`src/rtl/mem_arbiter.sv`:
```
// Two-master arbiter for the core's single memory port: DM has priority, IF is
// protected from starvation by a saturating counter. All outputs are registered.
module mem_arbiter #(
  parameter int ADDR_W     = 32,
  parameter int DATA_W     = 32,
  parameter int STARVE_MAX = 4
) (
  input  logic                clk,
  input  logic                rst,
  input  logic                if_req,
  input  logic [ADDR_W-1:0]   if_addr,
  output logic [DATA_W-1:0]   if_rdata,
  output logic                if_ack,
  input  logic                dm_req,
  input  logic                dm_we,
  input  logic [DATA_W/8-1:0] dm_wstrb,
  input  logic [ADDR_W-1:0]   dm_addr,
  input  logic [DATA_W-1:0]   dm_wdata,
  output logic [DATA_W-1:0]   dm_rdata,
  output logic                dm_ack,
  output logic                mem_valid,
  output logic                mem_we,
  output logic [DATA_W/8-1:0] mem_wstrb,
  output logic [ADDR_W-1:0]   mem_addr,
  output logic [DATA_W-1:0]   mem_wdata,
  input  logic                mem_ready,
  input  logic [DATA_W-1:0]   mem_rdata,
  output logic                busy
);

  typedef enum logic [1:0] {IDLE, BUSY, RESP} state_t;
  typedef enum logic {OWN_IF, OWN_DM} owner_t;

  localparam logic [3:0] STARVE_LIM = 4'(STARVE_MAX);

  state_t     state;
  owner_t     owner;
  logic [3:0] starve_cnt;
  logic       if_starving;
  logic       dm_wins;

  // DM wins unless IF is waiting and has already lost STARVE_MAX ties in a row.
  assign if_starving = (starve_cnt >= STARVE_LIM);
  assign dm_wins     = dm_req && (!if_req || !if_starving);

  always_ff @(posedge clk) begin
    if (rst) begin
      state      <= IDLE;
      owner      <= OWN_IF;
      starve_cnt <= '0;
      mem_valid  <= 1'b0;
      mem_we     <= 1'b0;
      mem_wstrb  <= '0;
      mem_addr   <= '0;
      mem_wdata  <= '0;
      if_rdata   <= '0;
      dm_rdata   <= '0;
      if_ack     <= 1'b0;
      dm_ack     <= 1'b0;
      busy       <= 1'b0;
    end else begin
      if_ack <= 1'b0;
      dm_ack <= 1'b0;
      case (state)
        IDLE: begin
          if (dm_wins) begin
            owner     <= OWN_DM;
            mem_we    <= dm_we;
            mem_wstrb <= dm_wstrb;
            mem_addr  <= dm_addr;
            mem_wdata <= dm_wdata;
            mem_valid <= 1'b1;
            busy      <= 1'b1;
            state     <= BUSY;
            if (if_req && !if_starving) begin
              starve_cnt <= starve_cnt + 4'd1;
            end
          end else if (if_req) begin
            owner      <= OWN_IF;
            mem_we     <= 1'b0;
            mem_wstrb  <= '0;
            mem_addr   <= if_addr;
            mem_wdata  <= '0;
            mem_valid  <= 1'b1;
            busy       <= 1'b1;
            state      <= BUSY;
            starve_cnt <= '0;
          end
        end
        BUSY: begin
          // Store results are captured as well; DM simply ignores them.
          if (mem_ready) begin
            mem_valid <= 1'b0;
            state     <= RESP;
            if (owner == OWN_DM) begin
              dm_rdata <= mem_rdata;
              dm_ack   <= 1'b1;
            end else begin
              if_rdata <= mem_rdata;
              if_ack   <= 1'b1;
            end
          end
        end
        RESP: begin
          busy  <= 1'b0;
          state <= IDLE;
        end
        default: begin
          mem_valid <= 1'b0;
          busy      <= 1'b0;
          state     <= IDLE;
        end
      endcase
    end
  end

endmodule

```
`config.mk`:
```
export PLATFORM = sky130hd
export DESIGN_NAME = mem_arbiter
export DESIGN_NICKNAME = d
export VERILOG_FILES = /design/src/rtl/mem_arbiter.sv
export SDC_FILE = /design/constraint.sdc
export NUM_CORES = 1
export LEC_CHECK = 0
export ABC_AREA = 1
export CORE_MARGIN = 2
export CORE_UTILIZATION = 41
export DETAILED_ROUTE_END_ITERATION = 12
export PLACE_DENSITY = 0.85
export SYNTH_ARGS = -nofsm -noshare
export SYNTH_HDL_FRONTEND = slang
export SYNTH_SLANG_ARGS = --single-unit
export TNS_END_PERCENT = 1
```
`constraint.sdc`:
```
create_clock -name clk -period 1.51 [get_ports clk]
set_clock_uncertainty 0.2 [all_clocks]
set_input_delay 0.302 -clock clk [delete_from_list [all_inputs] [get_ports clk]]
set_output_delay 0.302 -clock clk [all_outputs]
set_load 0.02 [all_outputs]
```
==> run metrics <==
leading area contributor after synthesis dfxtp_1; ordered list of cells on the worst path inv_2, nor2_4, nand3_2, buf_4, o21ai_0, nor2_1; NumNets Final 1,195; crit-path max cell delay 0.37 ns; most frequent cell after synthesis nor2_1; area of the multi-input gates 0.00242 mm2; DP Worst Slack -0.355 ns; die height 123 um; antenna violations before repair 0; dpl hpwl 12.9 mm; Worst path top cell family by delay flip-flops; Static Leakage 4.12 nW; CP arrival 1.66 ns; DRC 0; CP max FO 16; H-tree depth 4; most frequent cells after synthesis nor2_1 (197), dfxtp_1 (144), nand2_1 (80); Cells after Synth 779; Hold WC Path Type in2reg; RSZ-0062 raised after global routing true; Primary FF master, synth dfxtp_1; crit end category flop; ys async rst share 0%; worst vdd ir 0.872 mV; Final ANT Viol Nets 0; GRT Overall Usage 23.5%; CTS max path bufs 2; Die X 123 um; full die area 0.0151 mm2; post-synth cell types 25; overall power 10.9 mW; Clk Latency, worst-skew pair 0.42 ns; mux share of post-synthesis cell area 0%; WL final 18.6 mm; initial core utilization 41.8%; Worst Hold Depth 3; number of vias per cell 5.05; sequential-to-total area share from yosys stat 49.7%; Core ar. 0.0139 mm2; synthesized area 0.00580 mm2; Worst-Margin Slew 0.324 ns; vias in the first global route 5,747; setup TNS -0.0695 ns; fillers 1,189; Stages on worst setup path 6; Simple-Gate Fraction of Synth Area 25.8%; first-pass GRT wire length 28.0 mm; Crit Path Category reg2reg; failing checks negative setup slack; Final GP Congestion 0.800; syn nets 918; Mean Syn Cell Area 7.45 um2; I/O Pins 275; WL per Instance 14.9 um; final worst-path cycle share 103%; global route overflow 0; fmax 0.646 GHz; Synth area leaders dfxtp_1 (50%), nor2_1 (13%), a21oi_1 (6.4%); slew margin rel. 78.2%; top-area cell type share of the netlist area 49.7%; max-slew violation count 0; r2r worst-path depth 6; PD cells 1210 mW/mm2; Worst Hold Slack 0.258 ns; Max-Cap Viols 0; Root Driver clkbuf_16; worst reg2reg setup slack -0.04 ns; CTS tree built; Critical Path Start Type flop; Synth Register Bits 144; CP Buf/Inv Count 2; CTS clk-pin slew, worst paths 0.06 ns; Layout area overhead 56.3%; Yosys warning count 0; FP Rows 43; status finished with violations; DRT iter0 DRCs 426; Final Hold Vio Count 0; Post-synth EDFFs 0; Pre-antenna DRT Iters 5; clock period minus worst slack 1.55 ns; Final Worst Setup Slack -0.0386 ns; TritonCTS buffer count 17; largest net degree at the start of global routing 65; share of cells above drive strength 1 21.9%; CTS sink cnt 144; post-synthesis compound-gate area fraction 15.3%; Post-Synth XOR/XNOR Area 0.151%; crit path max-delay cell type dfxtp_4; port bufs 274; largest family of logic cells by synthesized area simple AND/OR/NAND/NOR gates; CP required 1.62 ns; Synth Area in Adders 0.216%; register area 0.00289 mm2; final setup violation count 2; Ant. Diodes 0; DR vias 6,305
[tightest hold or removal path, stage by stage]
cell and delay (ns):
clkdlybuf4s50_1 0.39, nand4_1 0.09, a21oi_1 0.05
[final timing paths]
kind                      start       endpoint
setup / recovery       state[0]   if_rdata[10]
hold / removal     dm_wdata[13]  mem_wdata[13]
hold reg to reg   mem_wdata[16]  mem_wdata[16]
setup reg to reg       state[0]   if_rdata[10]
[power by group]
part	total [mW]	switching (mW)	internal, mW
registers	4.20	0.137	4.06
clock network	4.73	1.73	3.01
logic	2.00	1.10	0.901
total	10.9	2.96	7.97
[final cells by class]
class | instances | share of cell area (%)
Tap cell | 180 | 2.48
Multi-Input combinational cell | 530 | 26.7
Clock buffer | 18 | 4.84
Timing Repair Buffer | 322 | 29.9
Sequential cell | 144 | 31.8
Inverter | 41 | 1.81
Clock inverter | 14 | 2.48
[per-layer routing]
layer	global-route usage, %	vias to the layer above	share of wire [%]
met3	9.09	29	9.1
li1	-	3114	-
met4	7.88	0	1.9
met5	0	-	0
met1	27.0	2894	40
met2	40.2	268	49
[cell families (layout without fill, tap and decap cells)]
group           Yosys count  count (layout)
simple gates            354             354
xor+xnor                  1               1
fa+ha+maj                 1               1
flops                   144             144
compound gates          174             174
buf+inv                 105             395
[cells in the final DEF, fill, tap and decap left out]
master           count
nor4_1               1
dfxtp_2              1
inv_8                2
dfxtp_4              1
a21oi_1             72
inv_4                1
nand3_2              2
clkinvlp_4           2
a21oi_2              2
buf_12              21
inv_1               36
clkdlybuf4s50_1    136
clkbuf_16           18
ha_1                 1
nor2_1             197
buf_2              135
bufinv_16            5
o21ai_4              2
nor2_4               2
o21ai_0             53
buf_4               28
or2_2                1
clkinv_4             1
buf_8                1
nand3_1             33
o21ai_1             45
clkbuf_8             1
xor2_1               1
nand3b_1             1
nand4_1             37
inv_6                4
clkinv_2             1
dfxtp_1            142
nand2_1             80
inv_2                3
[what timing repair did]
item                                    in CTS  in global routing
resized for setup                          552                 25
endpoints found under the hold margin        0                  0
hold buffers                                 0                  0
buffers inserted                             0                  0
endpoints found under the setup margin     190                110
cloned                                       0                  1
pin swaps                                    1                  2
[registers in the layout (all words and copies together) (netlist names)]
| signal | flops |
|---|---|
| if_rdata | 32 |
| mem_valid | 1 |
| state | 2 |
| owner | 1 |
| busy | 1 |
| mem_wstrb | 4 |
| mem_wdata | 32 |
| mem_we | 1 |
| if_ack | 1 |
| dm_ack | 1 |
| mem_addr | 32 |
| dm_rdata | 32 |
| starve_cnt | 4 |
[metrics by stage]
stage | util, % | cell area, um2 | cells
global placement | 65.1 | 9030 | 1216
floorplan | - | 5800 | 779
CTS | 65.0 | 9020 | 1248
global route | 65.3 | 9070 | 1249
finish | 65.3 | 9070 | 1249
detailed placement | 65.1 | 9030 | 1216
Power figures use the tool's default switching activity.
